===== config.mk =====
export PLATFORM = sky130hd
export DESIGN_NAME = control_pipe
export DESIGN_NICKNAME = d
export VERILOG_FILES = /design/src/rtl/control_pipe.sv
export SDC_FILE = /design/constraint.sdc
export NUM_CORES = 1
export LEC_CHECK = 0
export CAP_MARGIN = 40
export CORE_MARGIN = 2
export CORE_UTILIZATION = 45
export DETAILED_ROUTE_END_ITERATION = 10
export PLACE_DENSITY = 0.76
export SLEW_MARGIN = 0
export SYNTH_ARGS = -nofsm -noshare
export SYNTH_HDL_FRONTEND = slang
export SYNTH_SLANG_ARGS = --single-unit

===== constraint.sdc =====
create_clock -name clk -period 3.1 [get_ports clk]
set_input_delay 0.62 -clock clk [delete_from_list [all_inputs] [get_ports clk]]
set_output_delay 0.62 -clock clk [all_outputs]
set_load 0.005 [all_outputs]

===== src/rtl/control_pipe.sv =====
// Registered MIPS control decoder with a writeback scoreboard, RAW interlock and MULT issue hold.
// The control word is {c_sel, d_sel, op_sel[1:0], rd_wr, wb_sel, wb_en, wb_reg[4:0]}.
module control_pipe #(
    parameter int GRUPO       = 7,
    parameter int SHAMT_TAG   = 10,
    parameter int PIPE_DEPTH  = 4,
    parameter int MULT_CYCLES = 3
) (
    input  logic        clk,
    input  logic        rst,
    input  logic        instr_valid,
    input  logic [31:0] instr,
    output logic        stall,
    output logic [4:0]  a_reg,
    output logic [4:0]  b_reg,
    output logic [11:0] ctrl,
    output logic        ctrl_valid,
    output logic        retire_en,
    output logic [4:0]  retire_reg
);

    typedef struct packed {
        logic       c_sel;
        logic       d_sel;
        logic [1:0] op_sel;
        logic       rd_wr;
        logic       wb_sel;
        logic       wb_en;
        logic [4:0] wb_reg;
    } ctrl_t;

    localparam logic [5:0]  OP_R     = 6'(GRUPO);
    localparam logic [5:0]  OP_LW    = 6'(GRUPO + 1);
    localparam logic [5:0]  OP_SW    = 6'(GRUPO + 2);
    localparam logic [4:0]  SHAMT    = 5'(SHAMT_TAG);
    localparam logic [11:0] NOP_CTRL = 12'hF00;
    localparam int          BW       = $clog2(MULT_CYCLES + 1);
    localparam logic [BW-1:0] BUSY_LOAD = BW'(MULT_CYCLES - 1);

    logic [5:0] opcode, funct;
    logic [4:0] rs, rt, rd, shamt;

    assign opcode = instr[31:26];
    assign rs     = instr[25:21];
    assign rt     = instr[20:16];
    assign rd     = instr[15:11];
    assign shamt  = instr[10:6];
    assign funct  = instr[5:0];

    ctrl_t      dec;
    logic [4:0] dec_a, dec_b;
    logic       use_a, use_b, is_mult;

    // NOTE: every variable driven here gets a default first so no path leaves it unassigned (no latches).
    always_comb begin
        dec     = ctrl_t'(NOP_CTRL);
        dec_a   = '0;
        dec_b   = '0;
        use_a   = 1'b0;
        use_b   = 1'b0;
        is_mult = 1'b0;
        if (opcode == OP_R && shamt == SHAMT) begin
            dec_a      = rs;
            dec_b      = rt;
            use_a      = 1'b1;
            use_b      = 1'b1;
            dec.c_sel  = 1'b0;
            dec.wb_en  = 1'b1;
            dec.wb_reg = rd;
            case (funct)
                6'd32:   dec.op_sel = 2'd0;
                6'd34:   dec.op_sel = 2'd1;
                6'd36:   dec.op_sel = 2'd2;
                6'd50: begin
                    dec.d_sel  = 1'b0;
                    dec.op_sel = 2'd0;
                    is_mult    = 1'b1;
                end
                default: dec.op_sel = 2'd3;
            endcase
        end else if (opcode == OP_LW) begin
            dec_a      = rs;
            use_a      = 1'b1;
            dec.op_sel = 2'd0;
            dec.wb_sel = 1'b1;
            dec.wb_en  = 1'b1;
            dec.wb_reg = rt;
        end else if (opcode == OP_SW) begin
            dec_a      = rs;
            dec_b      = rt;
            use_a      = 1'b1;
            use_b      = 1'b1;
            dec.op_sel = 2'd0;
            dec.rd_wr  = 1'b1;
            dec.wb_sel = 1'b1;
        end
    end

    logic [PIPE_DEPTH-1:0] sb_valid;
    logic [4:0]            sb_reg [PIPE_DEPTH];
    logic [BW-1:0]         busy;
    logic                  hazard, accept, sb_load;

    // The last entry still blocks: its register write lands only at the end of the retire cycle.
    always_comb begin
        hazard = 1'b0;
        for (int i = 0; i < PIPE_DEPTH; i++) begin
            if (sb_valid[i] &&
                ((use_a && dec_a != 5'd0 && sb_reg[i] == dec_a) ||
                 (use_b && dec_b != 5'd0 && sb_reg[i] == dec_b)))
                hazard = 1'b1;
        end
    end

    assign stall   = hazard | (busy != '0);
    assign accept  = instr_valid & ~stall;
    assign sb_load = accept & dec.wb_en & (dec.wb_reg != 5'd0);

    // NOTE: sequential state uses non-blocking assignments so every register samples pre-edge values.
    always_ff @(posedge clk) begin
        if (rst) begin
            // NOTE: the scoreboard is a small shift register, not a RAM, so it is cleared on reset
            // to discard all in-flight tracking.
            sb_valid   <= '0;
            for (int i = 0; i < PIPE_DEPTH; i++) sb_reg[i] <= '0;
            busy       <= '0;
            a_reg      <= '0;
            b_reg      <= '0;
            ctrl       <= NOP_CTRL;
            ctrl_valid <= 1'b0;
        end else begin
            if (accept) begin
                a_reg      <= dec_a;
                b_reg      <= dec_b;
                ctrl       <= dec;
                ctrl_valid <= 1'b1;
            end else begin
                a_reg      <= '0;
                b_reg      <= '0;
                ctrl       <= NOP_CTRL;
                ctrl_valid <= 1'b0;
            end

            for (int i = PIPE_DEPTH - 1; i > 0; i--) begin
                sb_valid[i] <= sb_valid[i-1];
                sb_reg[i]   <= sb_reg[i-1];
            end
            sb_valid[0] <= sb_load;
            sb_reg[0]   <= sb_load ? dec.wb_reg : 5'd0;

            if (accept && is_mult)
                busy <= BUSY_LOAD;
            else if (busy != '0)
                busy <= busy - 1'b1;
        end
    end

    assign retire_en  = sb_valid[PIPE_DEPTH-1];
    assign retire_reg = sb_reg[PIPE_DEPTH-1];

endmodule

==> results.sh, run 1 <==
export IMPL_root_buffer="clkbuf_8"
export IMPL_hpwl_um=4480
export IMPL_drv_cap=0
export IMPL_holdPathEnd="busy[0]"
export IMPL_synth_area_sq_mm=0.00233
export IMPL_arrival_ns=2.41
export IMPL_avgSynthCellArea_sq_um=10.0
export IMPL_power_switching_mw=0.275
export IMPL_dieArea_sq_mm=0.00577
export IMPL_grt_max_degree=26
export IMPL_synth_mux_area_share_pct=0
export IMPL_final_cell_area_sq_mm=0.00340
export IMPL_slowest_delay_ns=0.49
export IMPL_switching_share_pct=23.0
export IMPL_wl_um=5910
export IMPL_diodes=0
export IMPL_via_per_inst=5.07
export IMPL_coreArea_sq_mm=0.00504
export IMPL_worstMarginPinSlew_ns=0.742
export IMPL_cp_start_kind="input port"
export IMPL_antenna_found_initial=0
export IMPL_min_period_ns=3.03
export IMPL_whs_ns=0.485
export IMPL_detail_route_iter0_violations=45
export IMPL_nets=357
export IMPL_rows=26
export IMPL_cts_tree="yes"
export IMPL_hold_depth=1
export IMPL_gp_congestion=0.856
export IMPL_drv_slew=0
export IMPL_synth_top_family_by_area="simple AND/OR/NAND/NOR gates"
export IMPL_fin_crit_sh_pct=97.6
export IMPL_grt_pass1_wl_um=9670
export IMPL_clock_sinks=49
export IMPL_yosysTopAreaCell="dfxtp_1"
export IMPL_track_usage_pct=20.8
export IMPL_seq_power_share_pct=52.8
export IMPL_path_cells="clkdlybuf4s50_1 > buf_4 > xor2_1 > nor4_1 > and3_1 > o31ai_4 > o211a_4 > nand2_1 > buf_2"
export IMPL_synth_async_reset_ratio_pct=0
export IMPL_synth_top_area_share_pct=42.1
export IMPL_worst_setup_path_end_kind="output port"
export IMPL_yosysMostFrequentCell="dfxtp_1"
export IMPL_worst_hold_path_type="reg -> reg"
export IMPL_synth_edf_count=0
export IMPL_clock_path_buffers=2
export IMPL_area_growth_pct=45.8
export IMPL_crit_cells=9
export IMPL_reg2reg_slack_ns=1.21
export IMPL_start_util_pct=46.2
export IMPL_regToRegEndpoint="sb_reg[0][0]"
export IMPL_synth_simple_area_share_pct=29.7
export IMPL_required_ns=2.48
export IMPL_syn_inst=233
export IMPL_num_io_pins=65
export IMPL_worst_setup_path_type="in -> out"
export IMPL_fmax_mhz=331
export IMPL_placed_cell_area_sq_mm=0.00321
export IMPL_power_density_mw_per_mm2=352
export IMPL_finalPower_mw=1.20
export IMPL_portBuffers=64
export IMPL_drc=0
export IMPL_drive_gt1_share_pct=22.9
export IMPL_wl_per_cell_um=15.0
export IMPL_area_sequential_sq_um=981
export IMPL_relSlewSlack_pct=50.4
export IMPL_htree_levels=2
export IMPL_insertion_delay_ns=0.30
export IMPL_largest_register_ffs=20
export IMPL_p_int_mw=0.921
export IMPL_critPathMaxFanout=3
export IMPL_outcome="finished clean"
export IMPL_holdBufCountCts=0
export IMPL_ys_seq_area_share_pct=42.1
export IMPL_cp_num_buf_inv=3
export IMPL_synth_common_cells="dfxtp_1, nor2b_1, xnor2_1, xor2_1, nor3_2"
export IMPL_reg2regPathDepth=9
export IMPL_reg2reg_from="sb_reg[1][2]"
export IMPL_n_fill_cell=411
export IMPL_synth_fa_ha_area_share_pct=0
export IMPL_multi_input_area_sq_mm=0.00127
export IMPL_ant_nets=0
export IMPL_grt_pass1_vias=1976
export IMPL_path_delay_family="buffers and inverters"
export IMPL_setup_viol=0
export IMPL_die_h_um=76.0
export IMPL_clk_pin_slew_ns=0.08
export IMPL_pwr_share_comb_pct=12.3
export IMPL_ir_drop_mv=0.312
export IMPL_syn_nets=268
export IMPL_grt_ovfl_total=0
export IMPL_fin_skew_ns=0.0118
export IMPL_first_pass_iters=4
export IMPL_synth_xor_area_share_pct=14.3
export IMPL_vias=1991
export IMPL_synth_area_top_cells="dfxtp_1, xnor2_1, xor2_1"
export IMPL_synth_compound_area_share_pct=8.86
export IMPL_holdCritStartpoint="busy[0]"
export IMPL_synth_cell_type_count=43
export IMPL_die_w_um=76.0
export IMPL_ys_warn_count=0
export IMPL_cpMaxStageDelayCell="clkdlybuf4s50_1"
export IMPL_p_leak_nw=1.36
export IMPL_cts_made_buffers=5
export IMPL_clkPwrFrac_pct=34.9
export IMPL_synth_seq_cells=49
export IMPL_finalHoldViolCount=0
export IMPL_ys_flop_type="dfxtp_1"
logic make-up (layout without fill, tap and decap cells):
group	Yosys count	in the layout
AND/OR/NAND/NOR	106	106
flip-flops	49	49
buffers and inverters	18	108
AO/OA/AOI/OAI	22	22
XOR/XNOR	38	38
how the worst max path moves through the flow:
stage              start    end  slack, ns
6_report       instr[22]  stall       0.07
5_1_grt        instr[20]  stall     -0.007
4_1_cts        instr[10]  stall      0.004
3_5_place_dp   instr[31]  stall      -0.36
3_3_place_gp   instr[31]  stall      -0.34
2_1_floorplan  instr[31]  stall       0.53
metrics by stage:
stage	TNS (ns)	worst slack, ns	util [%]	std cells
4_1_cts	0	0.00434	66.1	392
5_1_grt	-0.00687	-0.00687	67.4	393
3_3_place_gp	-0.343	-0.343	63.7	382
2_1_floorplan	0	0.535	-	233
3_5_place_dp	-0.365	-0.365	63.7	382
6_report	0	0.0748	67.4	393
cell type report:
class / instances / share of cell area [%]
Clock buffer: 7 / 2.84
Clock inverter: 1 / 0.258
Multi-Input combinational cell: 166 / 37.3
Sequential cell: 49 / 28.9
Tap cell: 70 / 2.58
Timing Repair Buffer: 100 / 28.1
placed cells by master, fill, tap and decap left out, types with 2 or more instances in the layout:
cell type	instances
nand4_1	2
nor4_1	5
buf_12	2
clkdlybuf4s50_1	56
nand2b_1	3
buf_6	3
nand2_1	12
o21ai_0	2
xnor2_1	19
nand3_1	14
nand3b_1	2
and3_1	4
dlymetal6s2s_1	6
buf_4	31
nor3_2	16
nor2b_1	20
dfxtp_1	49
a21o_1	2
a22oi_1	5
xor2_1	19
nor3_1	9
nor2_1	9
a211oi_1	2
clkbuf_8	7
metal layers:
metal / vias up / share of wire (%) / GRT usage [%] / routed length, um
met5: - / 0 / 0 / 0
met4: 0 / 1.7 / 6.00 / 98
met3: 10 / 3.9 / 4.29 / 230
met2: 51 / 52 / 36.6 / 3060
met1: 951 / 43 / 25.6 / 2520
li1: 979 / - / - / -
power by group through the flow:
stage | clock (mW) | combinational (mW) | sequential, mW
2_1_floorplan | 0 | 0.0654 | 0.646
3_3_place_gp | 0 | 0.141 | 0.646
3_5_place_dp | 0 | 0.144 | 0.646
4_1_cts | 0.425 | 0.144 | 0.631
5_1_grt | 0.456 | 0.158 | 0.632
6_report | 0.417 | 0.147 | 0.631
what timing repair did:
| item | in CTS | in global routing |
|---|---|---|
| pin swaps | 3 | 6 |
| endpoints found under the setup margin | 1 | 1 |
| gates resized for setup | 6 | 14 |
| buffers inserted | 2 | 1 |
No activity file was read; power rests on OpenSTA's default activity.
==> run 2: changes to the inputs <==
--- a/config.mk
+++ b/config.mk
@@ -6,10 +6,12 @@
 export NUM_CORES = 1
 export LEC_CHECK = 0
 export CAP_MARGIN = 40
+export CELL_PAD_IN_SITES_DETAIL_PLACEMENT = 1
+export CELL_PAD_IN_SITES_GLOBAL_PLACEMENT = 1
 export CORE_MARGIN = 2
-export CORE_UTILIZATION = 45
+export CORE_UTILIZATION = 36
 export DETAILED_ROUTE_END_ITERATION = 10
-export PLACE_DENSITY = 0.76
+export PLACE_DENSITY_LB_ADDON = 0.1
 export SLEW_MARGIN = 0
 export SYNTH_ARGS = -nofsm -noshare
 export SYNTH_HDL_FRONTEND = slang
==> run 2 against run 1 <==
  * Sequential share of layout area grew 0.17 points
  * Critical path type unchanged
  * Register-to-register slack got worse by 0.37 ns
  * Final area decreased by 0.59%
==> results.sh, run 2 (same netlist as run 1, synthesis figures left out) <==
export IMPL_critPathMaxFanout=8
export IMPL_clk_pin_slew_ns=0.09
export IMPL_outcome="finished clean"
export IMPL_final_cell_mix="clkdlybuf4s50_1, dfxtp_1, buf_4"
export IMPL_rsz0062_at_grt="false"
export IMPL_worstMarginPinSlew_ns=0.910
export IMPL_die_w_um=84.4
export IMPL_cpMaxStageDelayCell="clkdlybuf4s50_1"
export IMPL_drv_cap=0
export IMPL_htree_levels=2
export IMPL_grt_pass1_wl_um=11100
export IMPL_fin_skew_ns=0.0101
export IMPL_holdBufCountCts=0
export IMPL_grt_ovfl_total=0
export IMPL_cts_tree="yes"
export IMPL_die_h_um=84.4
export IMPL_first_pass_iters=4
export IMPL_path_delay_family="buffers and inverters"
export IMPL_cp_start_kind="input port"
export IMPL_slowest_delay_ns=0.45
export IMPL_grt_pass1_vias=2100
export IMPL_detail_route_iter0_violations=82
export IMPL_drc=0
export IMPL_insertion_delay_ns=0.31
export IMPL_rows=29
export IMPL_finalPower_mw=1.19
export IMPL_clock_sinks=49
export IMPL_drv_slew=0
export IMPL_area_growth_pct=45.0
export IMPL_wl_um=6740
export IMPL_via_per_inst=4.97
export IMPL_worst_hold_path_type="reg -> reg"
export IMPL_utilization_pct=53.5
export IMPL_instances_no_fill=397
export IMPL_hpwl_um=5250
export IMPL_start_util_pct=36.9
export IMPL_p_leak_nw=1.32
export IMPL_arrival_ns=2.39
export IMPL_setup_viol=0
export IMPL_nets=354
export IMPL_antenna_found_initial=0
export IMPL_path_cells="clkdlybuf4s50_1 > buf_12 > nor4_4 > nor3_1 > a21o_1 > a221oi_4 > o211a_4 > nand2_2 > buf_2"
export IMPL_relSlewSlack_pct=39.1
export IMPL_place_inst=387
export IMPL_largest_register_ffs=20
export IMPL_dieArea_sq_mm=0.00713
export IMPL_cts_made_buffers=5
export IMPL_ir_drop_mv=0.235
export IMPL_num_io_pins=65
export IMPL_fmax_mhz=332
export IMPL_ant_nets=0
export IMPL_fin_crit_sh_pct=97.1
export IMPL_required_ns=2.48
export IMPL_finalHoldViolCount=0
export IMPL_vias=1973
export IMPL_power_density_mw_per_mm2=352
export IMPL_diodes=0
export IMPL_cp_num_buf_inv=3
export IMPL_root_buffer="clkbuf_8"
export IMPL_worst_setup_path_end_kind="output port"
export IMPL_clock_path_buffers=2
export IMPL_gp_congestion=0.854
export IMPL_drive_gt1_share_pct=23.1
export IMPL_min_period_ns=3.01
export IMPL_worst_setup_path_type="in -> out"
export IMPL_coreArea_sq_mm=0.00631
export IMPL_whs_ns=0.473
export IMPL_portBuffers=64
export IMPL_track_usage_pct=19.9
export IMPL_tns_ns=0
export IMPL_wl_per_cell_um=17.0
export IMPL_final_common_cell="clkdlybuf4s50_1"
export IMPL_grt_max_degree=26
[run 2: repair_timing]
action | in CTS | in global routing
setup buffers | 1 | 1
cloned | 0 | 0
setup endpoints to repair | 1 | 1
pin swaps | 6 | 6
resized for setup | 19 | 6
[run 2: through the flow]
step	instance area (sq um)	setup WS, ns
after detailed placement	3210	-0.430
after global routing	3380	0.0261
after global placement	3210	-0.358
after floorplan	2330	0.535
final	3380	0.0900
after CTS	3350	0.0163
[run 2: metal layers]
layer	wire (um)	vias to the layer above	GRT usage (%)
met2	3370	45	34.5
met4	96	0	5.77
li1	-	972	-
met3	277	7	4.33
met5	0	-	0
met1	3000	949	24.8
[run 2: cell type report]
class | instances | area [sq um]
fill | 698 | 2940
multi-input combinational | 166 | 1300
sequential | 49 | 981
timing repair buffer | 97 | 910
tap | 77 | 96.3
clock buffer | 5 | 68.8
clock inverter | 3 | 25.0
[run 2: where the power goes]
| part | leakage, nW | switching (mW) | total [mW] | internal (mW) |
|---|---|---|---|---|
| clock | 0.0452 | 0.242 | 0.407 | 0.165 |
| combinational | 0.877 | 0.0674 | 0.149 | 0.0817 |
| sequential | 0.395 | 0.000764 | 0.632 | 0.631 |
[run 2: worst paths after layout]
path	from	to	slack [ns]	depth (start not counted)
max	instr[17]	stall	0.09	9
min	busy[0]	busy[0]	0.47	1
max reg2reg	sb_reg[0][0]	a_reg[4]	0.84	7
min reg2reg	busy[0]	busy[0]	0.47	1
